**src/rtl/vend_pkg.sv**
```systemverilog
// Shared types and default sizing for the two-channel vending dispense arbiter.
package vend_pkg;

  localparam int TIME_OUT_DEF = 20;
  localparam int CNT_W_DEF    = 5;
  localparam int STOCK_W_DEF  = 6;

  typedef enum logic [2:0] {
    ST_IDLE  = 3'd0,
    ST_DISP  = 3'd1,
    ST_CHG   = 3'd2,
    ST_ACK   = 3'd3,
    ST_FAULT = 3'd4
  } vend_state_e;

endpackage

```
**src/rtl/vend_dispense_arb_if.sv**
```systemverilog
// Requester, mechanism and stock signals of the dispense arbiter grouped as one bus.
interface vend_dispense_arb_if #(parameter int STOCK_W = vend_pkg::STOCK_W_DEF);
  logic [1:0]         req_pr;
  logic [1:0]         req_ch;
  logic               disp_done;
  logic               chg_done;
  logic               stock_ld;
  logic [STOCK_W-1:0] stock_val;
  logic               fault_clr;
  logic               disp_go;
  logic               chg_go;
  logic [1:0]         done;
  logic               refused;
  logic               fault;
  logic [STOCK_W-1:0] stock;
  logic               empty;

  modport slave (
    input  req_pr, req_ch, disp_done, chg_done, stock_ld, stock_val, fault_clr,
    output disp_go, chg_go, done, refused, fault, stock, empty
  );

  modport master (
    output req_pr, req_ch, disp_done, chg_done, stock_ld, stock_val, fault_clr,
    input  disp_go, chg_go, done, refused, fault, stock, empty
  );
endinterface

```
**src/rtl/vend_rr_arb2.sv**
```systemverilog
// Two-way round-robin pick: on contention, the channel not served last wins.
module vend_rr_arb2 (
  input  logic [1:0] req,
  input  logic       last,
  output logic       sel,
  output logic       valid
);
  assign valid = |req;
  assign sel   = (&req) ? ~last : req[1];
endmodule

```
**src/rtl/vend_dispense_arb.sv**
```systemverilog
// Serves one vend request at a time: dispense, optional change, then a one-cycle done.
module vend_dispense_arb
  import vend_pkg::*;
#(
  parameter int TIME_OUT = TIME_OUT_DEF,
  parameter int CNT_W    = CNT_W_DEF,
  parameter int STOCK_W  = STOCK_W_DEF
) (
  input logic                 clk,
  input logic                 rstn,
  vend_dispense_arb_if.slave  bus
);

  vend_state_e        state_q, state_d;
  logic [CNT_W-1:0]   tmr_q, tmr_d, tmr_inc;
  logic [STOCK_W-1:0] stock_q, stock_d;
  logic               sel_q, sel_d;
  logic               want_ch_q, want_ch_d;
  logic               refused_q, refused_d;
  logic               last_q, last_d;
  logic               dec;
  logic               arb_sel, arb_vld;

  vend_rr_arb2 u_arb (
    .req   (bus.req_pr),
    .last  (last_q),
    .sel   (arb_sel),
    .valid (arb_vld)
  );

  assign tmr_inc = tmr_q + 1'b1;

  always_comb begin
    state_d   = state_q;
    sel_d     = sel_q;
    want_ch_d = want_ch_q;
    refused_d = refused_q;
    last_d    = last_q;
    dec       = 1'b0;
    case (state_q)
      ST_IDLE: if (arb_vld) begin
        sel_d     = arb_sel;
        want_ch_d = bus.req_ch[arb_sel];
        if (stock_q == '0) begin
          refused_d = 1'b1;
          state_d   = ST_ACK;
        end else begin
          refused_d = 1'b0;
          state_d   = ST_DISP;
        end
      end
      // completion is checked before the timer so it wins a same-cycle tie
      ST_DISP: if (bus.disp_done) begin
        dec     = 1'b1;
        state_d = want_ch_q ? ST_CHG : ST_ACK;
      end else if (tmr_inc == CNT_W'(TIME_OUT)) begin
        state_d = ST_FAULT;
      end
      ST_CHG: if (bus.chg_done) state_d = ST_ACK;
              else if (tmr_inc == CNT_W'(TIME_OUT)) state_d = ST_FAULT;
      ST_ACK: begin
        last_d  = sel_q;
        state_d = ST_IDLE;
      end
      ST_FAULT: if (bus.fault_clr) state_d = ST_IDLE;
      default: state_d = ST_IDLE;
    endcase

    if (state_d != state_q)                           tmr_d = '0;
    else if (state_q == ST_DISP || state_q == ST_CHG) tmr_d = tmr_inc;
    else                                              tmr_d = tmr_q;

    stock_d = stock_q;
    if (bus.stock_ld)                  stock_d = bus.stock_val;
    else if (dec && stock_q != '0)     stock_d = stock_q - 1'b1;
  end

  always_ff @(posedge clk or negedge rstn) begin
    if (!rstn) begin
      state_q   <= ST_IDLE;
      tmr_q     <= '0;
      stock_q   <= '0;
      sel_q     <= 1'b0;
      want_ch_q <= 1'b0;
      refused_q <= 1'b0;
      last_q    <= 1'b1;
    end else begin
      state_q   <= state_d;
      tmr_q     <= tmr_d;
      stock_q   <= stock_d;
      sel_q     <= sel_d;
      want_ch_q <= want_ch_d;
      refused_q <= refused_d;
      last_q    <= last_d;
    end
  end

  // outputs decode straight from registered state so reset drops them at once
  assign bus.disp_go = (state_q == ST_DISP);
  assign bus.chg_go  = (state_q == ST_CHG);
  assign bus.done    = (state_q == ST_ACK) ? {sel_q, ~sel_q} : 2'b00;
  assign bus.refused = (state_q == ST_ACK) & refused_q;
  assign bus.fault   = (state_q == ST_FAULT);
  assign bus.stock   = stock_q;
  assign bus.empty   = (stock_q == '0);

endmodule
```
**src/flat_wrapper.sv**
```systemverilog
// flat-port wrapper written by rule: the top's interface ports become plain ports
module vend_dispense_arb_flat import vend_pkg::*;
#(
  parameter int TIME_OUT = TIME_OUT_DEF,
  parameter int CNT_W    = CNT_W_DEF,
  parameter int STOCK_W  = STOCK_W_DEF
)
  (clk, rstn, bus_req_pr, bus_req_ch, bus_disp_done, bus_chg_done, bus_stock_ld, bus_stock_val, bus_fault_clr, bus_disp_go, bus_chg_go, bus_done, bus_refused, bus_fault, bus_stock, bus_empty);
  vend_dispense_arb_if #(.STOCK_W(STOCK_W)) bus_i ();
  input logic clk;
  input logic rstn;
  input wire logic [$bits(bus_i.req_pr)-1:0] bus_req_pr;
  input wire logic [$bits(bus_i.req_ch)-1:0] bus_req_ch;
  input wire logic [$bits(bus_i.disp_done)-1:0] bus_disp_done;
  input wire logic [$bits(bus_i.chg_done)-1:0] bus_chg_done;
  input wire logic [$bits(bus_i.stock_ld)-1:0] bus_stock_ld;
  input wire logic [$bits(bus_i.stock_val)-1:0] bus_stock_val;
  input wire logic [$bits(bus_i.fault_clr)-1:0] bus_fault_clr;
  output wire logic [$bits(bus_i.disp_go)-1:0] bus_disp_go;
  output wire logic [$bits(bus_i.chg_go)-1:0] bus_chg_go;
  output wire logic [$bits(bus_i.done)-1:0] bus_done;
  output wire logic [$bits(bus_i.refused)-1:0] bus_refused;
  output wire logic [$bits(bus_i.fault)-1:0] bus_fault;
  output wire logic [$bits(bus_i.stock)-1:0] bus_stock;
  output wire logic [$bits(bus_i.empty)-1:0] bus_empty;
  assign bus_i.req_pr = bus_req_pr;
  assign bus_i.req_ch = bus_req_ch;
  assign bus_i.disp_done = bus_disp_done;
  assign bus_i.chg_done = bus_chg_done;
  assign bus_i.stock_ld = bus_stock_ld;
  assign bus_i.stock_val = bus_stock_val;
  assign bus_i.fault_clr = bus_fault_clr;
  assign bus_disp_go = bus_i.disp_go;
  assign bus_chg_go = bus_i.chg_go;
  assign bus_done = bus_i.done;
  assign bus_refused = bus_i.refused;
  assign bus_fault = bus_i.fault;
  assign bus_stock = bus_i.stock;
  assign bus_empty = bus_i.empty;
  vend_dispense_arb #(.TIME_OUT(TIME_OUT), .CNT_W(CNT_W), .STOCK_W(STOCK_W)) u_core (.clk(clk), .rstn(rstn), .bus(bus_i));
endmodule
```
**config.mk**
```make
export PLATFORM = sky130hd
export DESIGN_NAME = vend_dispense_arb_flat
export DESIGN_NICKNAME = d
export VERILOG_FILES = /design/src/rtl/vend_pkg.sv /design/src/rtl/vend_dispense_arb_if.sv /design/src/rtl/vend_rr_arb2.sv /design/src/rtl/vend_dispense_arb.sv /design/src/flat_wrapper.sv
export SDC_FILE = /design/constraint.sdc
export NUM_CORES = 1
export LEC_CHECK = 0
export CAP_MARGIN = 20
export CORE_AREA = 2 2 53 55
export DETAILED_ROUTE_END_ITERATION = 10
export DIE_AREA = 0 0 55 57
export PLACE_DENSITY_LB_ADDON = 0.15
export SLEW_MARGIN = 30
export SYNTH_ARGS = -nofsm -noshare
export SYNTH_HDL_FRONTEND = slang
export SYNTH_SLANG_ARGS = --single-unit
```
**constraint.sdc**
```tcl
create_clock -name clk -period 1.8 [get_ports clk]
set_input_delay 0.27 -clock clk [delete_from_list [all_inputs] [get_ports clk]]
set_output_delay 0.27 -clock clk [all_outputs]
set_load 0.02 [all_outputs]
```
Word level (Yosys, flattened, before mapping)
Index checks and enable logic that the tools add are counted.
{ "word_totals": {"register_bits": 18, "in_bits": 16, "output_inout_bits": 13, "word_cells": 48} }
{ "op_classes": {"add_sub_neg": 2, "magnitude_cmp": 1, "eq_ne": 6, "muxes": 19, "bitwise_logic": 3, "n_reduce_logical": 10} }
{ "op_table": {"columns": ["op", "n"], "rows": [
  ["$mux 3", 5],
  ["$mux 6", 2],
  ["$pmux 3 s4", 1],
  ["$mux 5", 2],
  ["$mux 1", 7],
  ["$eq 3x2->1 const B", 2],
  ["$logic_not 6->1", 1],
  ["$reduce_bool 6->1", 1],
  ["$sub 6x1->6 const B", 1],
  ["$add 5x1->5 const B", 1],
  ["$eq 5x5->1 const B", 1],
  ["$mux 2", 2],
  ["$reduce_and 2->1", 2],
  ["$reduce_bool 2->1", 2],
  ["$eq 3x1->1 const B", 1],
  ["$eq 3x3->1 const B", 1],
  ["$logic_not 3->1", 1],
  ["$ne 3x3->1", 1],
  ["$lt 1x2->1 const B", 1],
  ["$not 1->1", 2],
  ["$reduce_or 2->1", 1],
  ["$and 1x1->1", 1],
  ["$logic_and 1x1->1", 1],
  ["$logic_or 1x1->1", 1]
]} }

Longest topological paths before layout
Gate-level depths: netlist (run 1).
{ "logic_depth": {"ltp_word": 7, "mapped_depth": 6, "depth_no_buf": 6} }

Hierarchy
Synthesis (run 1) repeated with hierarchy kept, for this count alone.
{ "hier_totals": {"cells_unflattened": 112, "hier_area_um2": 1108.6} }
{ "modules_own_cells": {"columns": ["mod", "n_inst", "cells_each", "area_each_um2"], "rows": [
  ["vend_dispense_arb", 1, 110, 1094.8],
  ["vend_rr_arb2", 1, 2, 13.8]
]} }

Least setup slack after synthesis (run 1)
Ideal clock, no wire load.
{ "synth_path": {"path_kind": "register -> register", "start": "register u_core.stock_q[0] (netlist: u_core.bus.stock[0])", "end": "register u_core.tmr_q[0]", "setup_ps": 132, "t_arrival_ps": 1595, "required_ps": 1668, "slack_ps": 73, "stages_incl_launch_ff": 7, "path_buffers": 0, "cell_sequence": "dfrtp_1 inv_1 ha_1 nand2b_1 or4b_4 o221ai_2 nor3_1"} }
{ "synth_via": {"elab_chain_len": 6, "word_cells_on_any_way": 7} }
{ "synth_lines": {"columns": ["item", "line", "rtl"], "rows": [
  ["from (decl)", "vend_dispense_arb.sv:16", "logic [STOCK_W-1:0] stock_q, stock_d;"],
  ["from (signal assigned)", "vend_dispense_arb.sv:90", "stock_q <= stock_d;"],
  ["$logic_not 6->1 *", "vend_dispense_arb.sv:44", "if (stock_q == '0) begin"],
  ["$mux 2 *", "vend_dispense_arb.sv:44", null],
  ["$mux 3 *", "vend_dispense_arb.sv:41", "ST_IDLE: if (arb_vld) begin"],
  ["$pmux 3 s4 *", "vend_dispense_arb.sv:40", "case (state_q)"],
  ["$ne 3x3->1 *", "vend_dispense_arb.sv:69", "if (state_d != state_q) tmr_d = '0;"],
  ["$mux 5 / $reduce_bool 2->1 (equally long branches)", null, null],
  ["to (signal assigned)", "vend_dispense_arb.sv:89", "tmr_q <= tmr_d;"],
  ["to (decl)", "vend_dispense_arb.sv:15", "logic [CNT_W-1:0] tmr_q, tmr_d, tmr_inc;"]
]} }
Mark *: on every way between the ends. The rest lies on a longest branch, timed or not.
A chain may end at the register's enable or synchronous reset.

Worst setup path in the final report (run 1)
{ "layout_path": {"start": "register u_core.state_q[2]", "end": "output bus_done[1]"} }
{ "layout_via": {"elab_chain_len": 2} }
{ "layout_lines": {"columns": ["item", "line", "rtl"], "rows": [
  ["from (decl)", "vend_dispense_arb.sv:14", "vend_state_e state_q, state_d;"],
  ["from (signal assigned)", "vend_dispense_arb.sv:88", "state_q <= state_d;"],
  ["$eq 3x2->1", "vend_dispense_arb.sv:101", "assign bus.done = (state_q == ST_ACK) ? {sel_q, ~sel_q} : 2'b00;"],
  ["$mux 2", "vend_dispense_arb.sv:101", null],
  ["to (decl)", "flat_wrapper.sv:21", "output wire logic [$bits(bus_i.done)-1:0] bus_done;"]
]} }
No other way between the ends.

==> results.py, run 1 <==
metrics = {
    "global_route": {
        "grt_max_degree": 19,
        "grt_pass1_wl_mm": 4.14,
        "antenna_found_initial": 0,
        "overflow": 0,
        "grt_pass1_vias": 1007,
        "grt_use_total_pct": 18.0,
    },
    "placed_design": {
        "port_buffers": 28,
        "placed_cells": 183,
        "dp_hpwl_mm": 1.89,
        "post-place-ws_ps": -9.91,
        "place_congestion": 0.812,
    },
    "final_layout": {
        "antennaDiodeCount": 0,
        "drive_gt1_share_pct": 23.6,
        "fin_cells": 188,
        "utilization_pct": 59.8,
        "layout_common_cells": "21 x clkdlybuf4s50_1, 16 x dfrtp_1, 15 x buf_4",
        "syn_to_final_growth_pct": 43.2,
        "nets": 177,
        "fillers": 234,
        "layout_commonest_cell": "clkdlybuf4s50_1",
    },
    "logic_synthesis": {
        "yosysTopAreaCellShare_pct": 38.9,
        "ys_async_sr_fraction_pct": 100,
        "synth-edff-count": 0,
        "syn_nets": 133,
        "synth_area_um2": 1090,
        "netlist_instances": 114,
        "yosys.area.top_type": "dfrtp_1",
        "synth_area_leaders": "dfrtp_1 39%, xnor2_1 5.6%, nor2_1 4.1%, nor3_1 3.7%, ha_1 3.4%",
        "syn_area_per_cell_um2": 9.58,
        "ys_ff_latch": 18,
        "yosysSeqAreaShare_pct": 41.4,
        "ys_types": 41,
        "synthFlopType": "dfrtp_1",
        "ys_warn_count": 0,
    },
    "floorplan": {
        "rows": 19,
        "die_y_um": 57,
        "fp.dieArea_um2": 3140,
        "initial_core_util_pct": 41.8,
        "fp.dieW_um": 55,
        "ios": 29,
        "core_um2": 2620,
    },
    "worst_hold_path": {
        "hold_class": "in2async",
    },
    "clock_network": {
        "path_clk_slew_ps": 100,
        "clk_path_buf_depth": 2,
        "cts_htree_levels": 1,
        "cts_tree": "done",
        "cts_buffers": 3,
        "cts_sinks": 18,
        "clock-root-buffer": "clkbuf_4",
        "clock_latency_ps": 290,
    },
    "setup_path": {
        "reg2reg_setup_slack_ps": 120,
        "worstPathRequired_ps": 1530,
        "start_kind": "register",
        "r2r_start": "u_core.state_q[2]",
        "rr_worst_depth": 5,
        "cp_max_fo": 6,
        "path_class": "reg2out",
        "r2r-end": "u_core.bus.stock[3]",
        "critPathCaptureType": "primary output",
        "worstPathArrival_ps": 1430,
        "cpPeakStageDelay_ps": 460,
        "crit_slowest_cell": "dfrtp_1",
        "crit_path_cell_trace": "nor2b_2 -> and3_1 -> dlygate4sd2_1",
    },
    "route": {
        "antenna_left": 0,
        "dr.pass1.iters": 4,
        "drt-total-wl_mm": 2.47,
        "drc": 0,
        "wl_per_cell_um": 13.2,
        "vias": 988,
        "vias_per_cell": 5.26,
        "drt_iter0_markers": 16,
    },
    "timing": {
        "setup_viol": 0,
        "worst-slew-pin-transition_ps": 446,
        "finalMaxSlewViolations": 0,
        "finalCritPeriodShare_pct": 94.4,
        "fin_skew_ps": 0.618,
        "fmax_ghz": 0.589,
        "relSlewSlack_pct": 69.9,
        "rsz0062_at_grt": "false",
        "hold_viol": 0,
        "min_period_ps": 1700,
        "worst_slack_ps": 101,
    },
    "power_and_ir_drop": {
        "ir_worst_vdd_mv": 0.672,
        "leakage_uw": 0.000687,
        "p_per_area_nw_per_um2": 1170,
    },
    "flow_run": {
        "drv_cap": 0,
    },
    "run_status": {
        "outcome": "finished clean",
    },
}
[cell type report]
| class | count | area (um^2) | area share, % |
|---|---|---|---|
| Clock buffer | 4 | 36.3 | 2.32 |
| Sequential cell | 18 | 453 | 29.0 |
| Tap cell | 31 | 38.8 | 2.48 |
| Multi-Input combinational cell | 89 | 648 | 41.4 |
| Timing Repair Buffer | 43 | 377 | 24.1 |
| Inverter | 3 | 11.3 | 0.720 |
[kinds of logic after synthesis]
family,after synthesis,share of synthesized area [%]
AND/OR/NAND/NOR,49,25.7
adder cells (fa/ha/maj),3,3.44
multiplexers,6,5.84
AO/OA/AOI/OAI,21,13.1
buffers and inverters,7,2.63
flip-flops,18,41.4
XOR/XNOR,10,8.02
[timing repair]
| item | 4_1_cts | 5_1_grt |
|---|---|---|
| setup buffers | 1 | 0 |
| endpoints found under the setup margin | 7 | 11 |
| pin swaps | 0 | 1 |
| hold buffers | 0 | 0 |
| gates cloned | 0 | 0 |
| gates resized for setup | 10 | 9 |
[flip-flops by register name, indices dropped and copies added (netlist names)]
register          count
u_core.sel_q          1
u_core.last_q         1
u_core.tmr_q          5
u_core.refused_q      1
u_core.bus.stock      6
u_core.state_q        3
u_core.want_ch_q      1
[through the flow]
| stage | setup TNS, ps | area, um^2 | power [uW] | hold WS (ps) |
|---|---|---|---|---|
| 2_1_floorplan | 0 | 1090 | 1180 | -25.6 |
| 3_3_place_gp | 0 | 1500 | 1510 | 465 |
| 3_5_place_dp | -9.91 | 1500 | 1530 | 469 |
| 4_1_cts | 0 | 1540 | 1780 | 304 |
| 5_1_grt | 0 | 1560 | 1970 | 299 |
| 6_report | 0 | 1560 | 1830 | 300 |
[worst max-delay path by stage]
stage	endpoint	slack [ps]	depth (start not counted)	startpoint
after floorplan	u_core.tmr_q[0]	70	6	u_core.bus.stock[0]
after global placement	bus_empty	30	3	u_core.bus.stock[3]
after detailed placement	u_core.tmr_q[0]	-10	5	bus_req_pr[1]
after CTS	bus_empty	7	3	u_core.bus.stock[3]
after global routing	bus_done[1]	5	3	u_core.state_q[0]
final	bus_done[1]	100	3	u_core.state_q[2]
[routing by layer]
metal | vias up | part of all wire [%] | GRT usage (%) | wire [um]
li1 | 493 | - | - | -
met1 | 456 | 41 | 22.9 | 1030
met2 | 33 | 52 | 29.3 | 1280
met3 | 6 | 5.2 | 3.40 | 129
met4 | 0 | 1.7 | 8.01 | 41
met5 | - | 0 | 0 | 0
[synth_stat cells (2+ instances only)]
cell	n
xnor2_1	7
o21ai_0	7
nand2b_1	4
and3_1	2
nand4b_1	2
xor2_1	3
nor2_1	12
ha_1	3
nor3_1	8
a21oi_1	3
buf_2	2
dfrtp_1	17
mux2i_1	3
nand2_1	9
inv_1	3
o211ai_1	2
mux2_2	3
[critical path: cells and delay by family (launching register included)]
kind	cells	cell delay, ps
and+or+nand+nor	2	350
DFF	1	460
buffers and inverters	1	330
[where the power goes]
part	internal (uW)	switching, uW
Clock	123	120
Combinational	485	488
Sequential	509	104
Total	1120	712
(Power assumes the default switching activity.)
==> run 2, diff against run 1 <==
- CTS_BUF_LIST: default -> sky130_fd_sc_hd__clkbuf_16
- REMOVE_ABC_BUFFERS: default -> 1
==> results.py, run 2 (same netlist as run 1, synthesis figures left out) <==
metrics = {
    "run_status": {
        "outcome": "finished clean",
    },
    "route": {
        "vias_per_cell": 5.25,
        "drc": 0,
        "drt-total-wl_mm": 2.39,
        "drt_iter0_markers": 14,
        "wl_per_cell_um": 12.7,
        "dr.pass1.iters": 4,
        "vias": 987,
        "antenna_left": 0,
    },
    "setup_path": {
        "worstPathArrival_ps": 1410,
        "start_kind": "register",
        "cp_max_fo": 10,
        "path_class": "reg2out",
        "crit_path_cell_trace": "buf_4 -> nor2_1 -> and2_1 -> dlygate4sd2_1",
        "cpPeakStageDelay_ps": 370,
        "path_buf_inv": 2,
        "reg2reg_setup_slack_ps": 140,
        "rr_worst_depth": 4,
        "crit_slowest_cell": "dfrtp_1",
        "r2r-end": "u_core.tmr_q[2]",
        "critPathCaptureType": "primary output",
        "worstPathRequired_ps": 1530,
        "r2r_start": "u_core.bus.stock[3]",
        "cpLargestDelayFamily": "buffers and inverters",
    },
    "floorplan": {
        "initial_core_util_pct": 41.8,
        "fp.dieArea_um2": 3140,
        "rows": 19,
        "die_y_um": 57,
        "ios": 29,
        "core_um2": 2620,
        "fp.dieW_um": 55,
    },
    "power_and_ir_drop": {
        "ir_worst_vdd_mv": 0.793,
        "leakage_uw": 0.000707,
        "total_power_uw": 1960,
        "p_per_area_nw_per_um2": 1240,
    },
    "final_layout": {
        "layout_commonest_cell": "clkdlybuf4s50_1",
        "syn_to_final_growth_pct": 44.9,
        "stdcell_area_um2": 1580,
        "layout_common_cells": "21 x clkdlybuf4s50_1, 15 x buf_4, 15 x dfrtp_1",
        "fin_cells": 188,
        "antennaDiodeCount": 0,
        "largest_reg_flops": 6,
        "nets": 177,
        "drive_gt1_share_pct": 21.7,
    },
    "placed_design": {
        "post-place-ws_ps": -1.02,
        "port_buffers": 28,
        "placed_area_um2": 1510,
        "place_congestion": 0.781,
        "dp_hpwl_mm": 1.89,
        "placed_cells": 184,
    },
    "clock_network": {
        "clock_latency_ps": 250,
        "cts_tree": "done",
        "clk_path_buf_depth": 2,
        "cts_htree_levels": 1,
        "cts_hold_buffers": 0,
        "path_clk_slew_ps": 50,
        "cts_sinks": 18,
        "clock-root-buffer": "clkbuf_16",
        "post_cts.repair.setup_buffers": 0,
        "cts_buffers": 3,
    },
    "global_route": {
        "grt_max_degree": 19,
        "antenna_found_initial": 0,
        "grt_pass1_wl_mm": 4.11,
        "overflow": 0,
        "grt_use_total_pct": 17.7,
        "grt_pass1_vias": 987,
    },
    "timing": {
        "finalCritPeriodShare_pct": 93.5,
        "min_period_ps": 1680,
        "fin_skew_ps": 1.41,
        "setup_viol": 0,
        "worst_slack_ps": 116,
        "worst-slew-pin-transition_ps": 446,
        "finalMaxSlewViolations": 0,
        "fmax_ghz": 0.594,
        "rsz0062_at_grt": "false",
        "hold_viol": 0,
        "relSlewSlack_pct": 69.9,
    },
    "worst_hold_path": {
        "hold_class": "in2async",
    },
    "flow_run": {
        "drv_cap": 0,
    },
}
## run 2: cell types whose count changed in the layout (fill, tap and decap cells not counted), sizes merged
cell / delta
dlygate4sd2: +1
buf: -1
inv: +1
clkbuf: -1
## run 2: metrics by stage
| stage | setup TNS (ps) | hold WS, ps | utilization [%] |
|---|---|---|---|
| detailed placement | -1.02 | 462 | 57.6 |
| floorplan | 0 | -25.6 | - |
| global route | 0 | 391 | 60.5 |
| global placement | 0 | 470 | 57.6 |
| CTS | 0 | 366 | 60.4 |
| finish | 0 | 357 | 60.5 |
## run 2: how the worst max path moves through the flow
| stage | startpoint | endpoint | depth (start not counted) |
|---|---|---|---|
| 5_1_grt | u_core.state_q[0] | bus_chg_go | 4 |
| 4_1_cts | u_core.bus.stock[3] | bus_empty | 3 |
| 6_report | u_core.state_q[0] | bus_chg_go | 4 |
| 2_1_floorplan | u_core.bus.stock[0] | u_core.tmr_q[0] | 6 |
| 3_3_place_gp | u_core.bus.stock[3] | bus_empty | 3 |
| 3_5_place_dp | bus_req_pr[1] | u_core.tmr_q[2] | 5 |
## run 2: what timing repair did
action,in CTS,in global routing
resized for setup,9,4
setup endpoints to repair,7,6
hold endpoints to repair,0,0
pin swaps,0,0
## run 2: worst register-to-register path: cells and delay by family, from the launching register on
kind	cells	cell delay, ps
compound gates	1	120
flops	1	370
simple gates	3	1040
## run 2: layer usage
metal  track usage, %  routed length [um]  up-vias
li1                 -                   -      496
met1             22.0                1080      469
met5                0                   0        -
met2             29.1                1170       19
met4             5.92                  21        0
met3             4.97                 114        3
## run 2: cell type report
type | instances | area, um^2
Inverter | 3 | 11.3
Tap cell | 31 | 38.8
Timing Repair Buffer | 43 | 380
Sequential cell | 18 | 454
Clock inverter | 1 | 3.75
Fill cell | 244 | 1030
Clock buffer | 3 | 75.1
Multi-Input combinational cell | 89 | 619
## run 2: power by group
| part | switching (uW) | internal [uW] | total (uW) |
|---|---|---|---|
| combinational | 465 | 458 | 923 |
| clock | 143 | 295 | 438 |
| sequential | 85.7 | 510 | 596 |
| total | 694 | 1260 | 1960 |
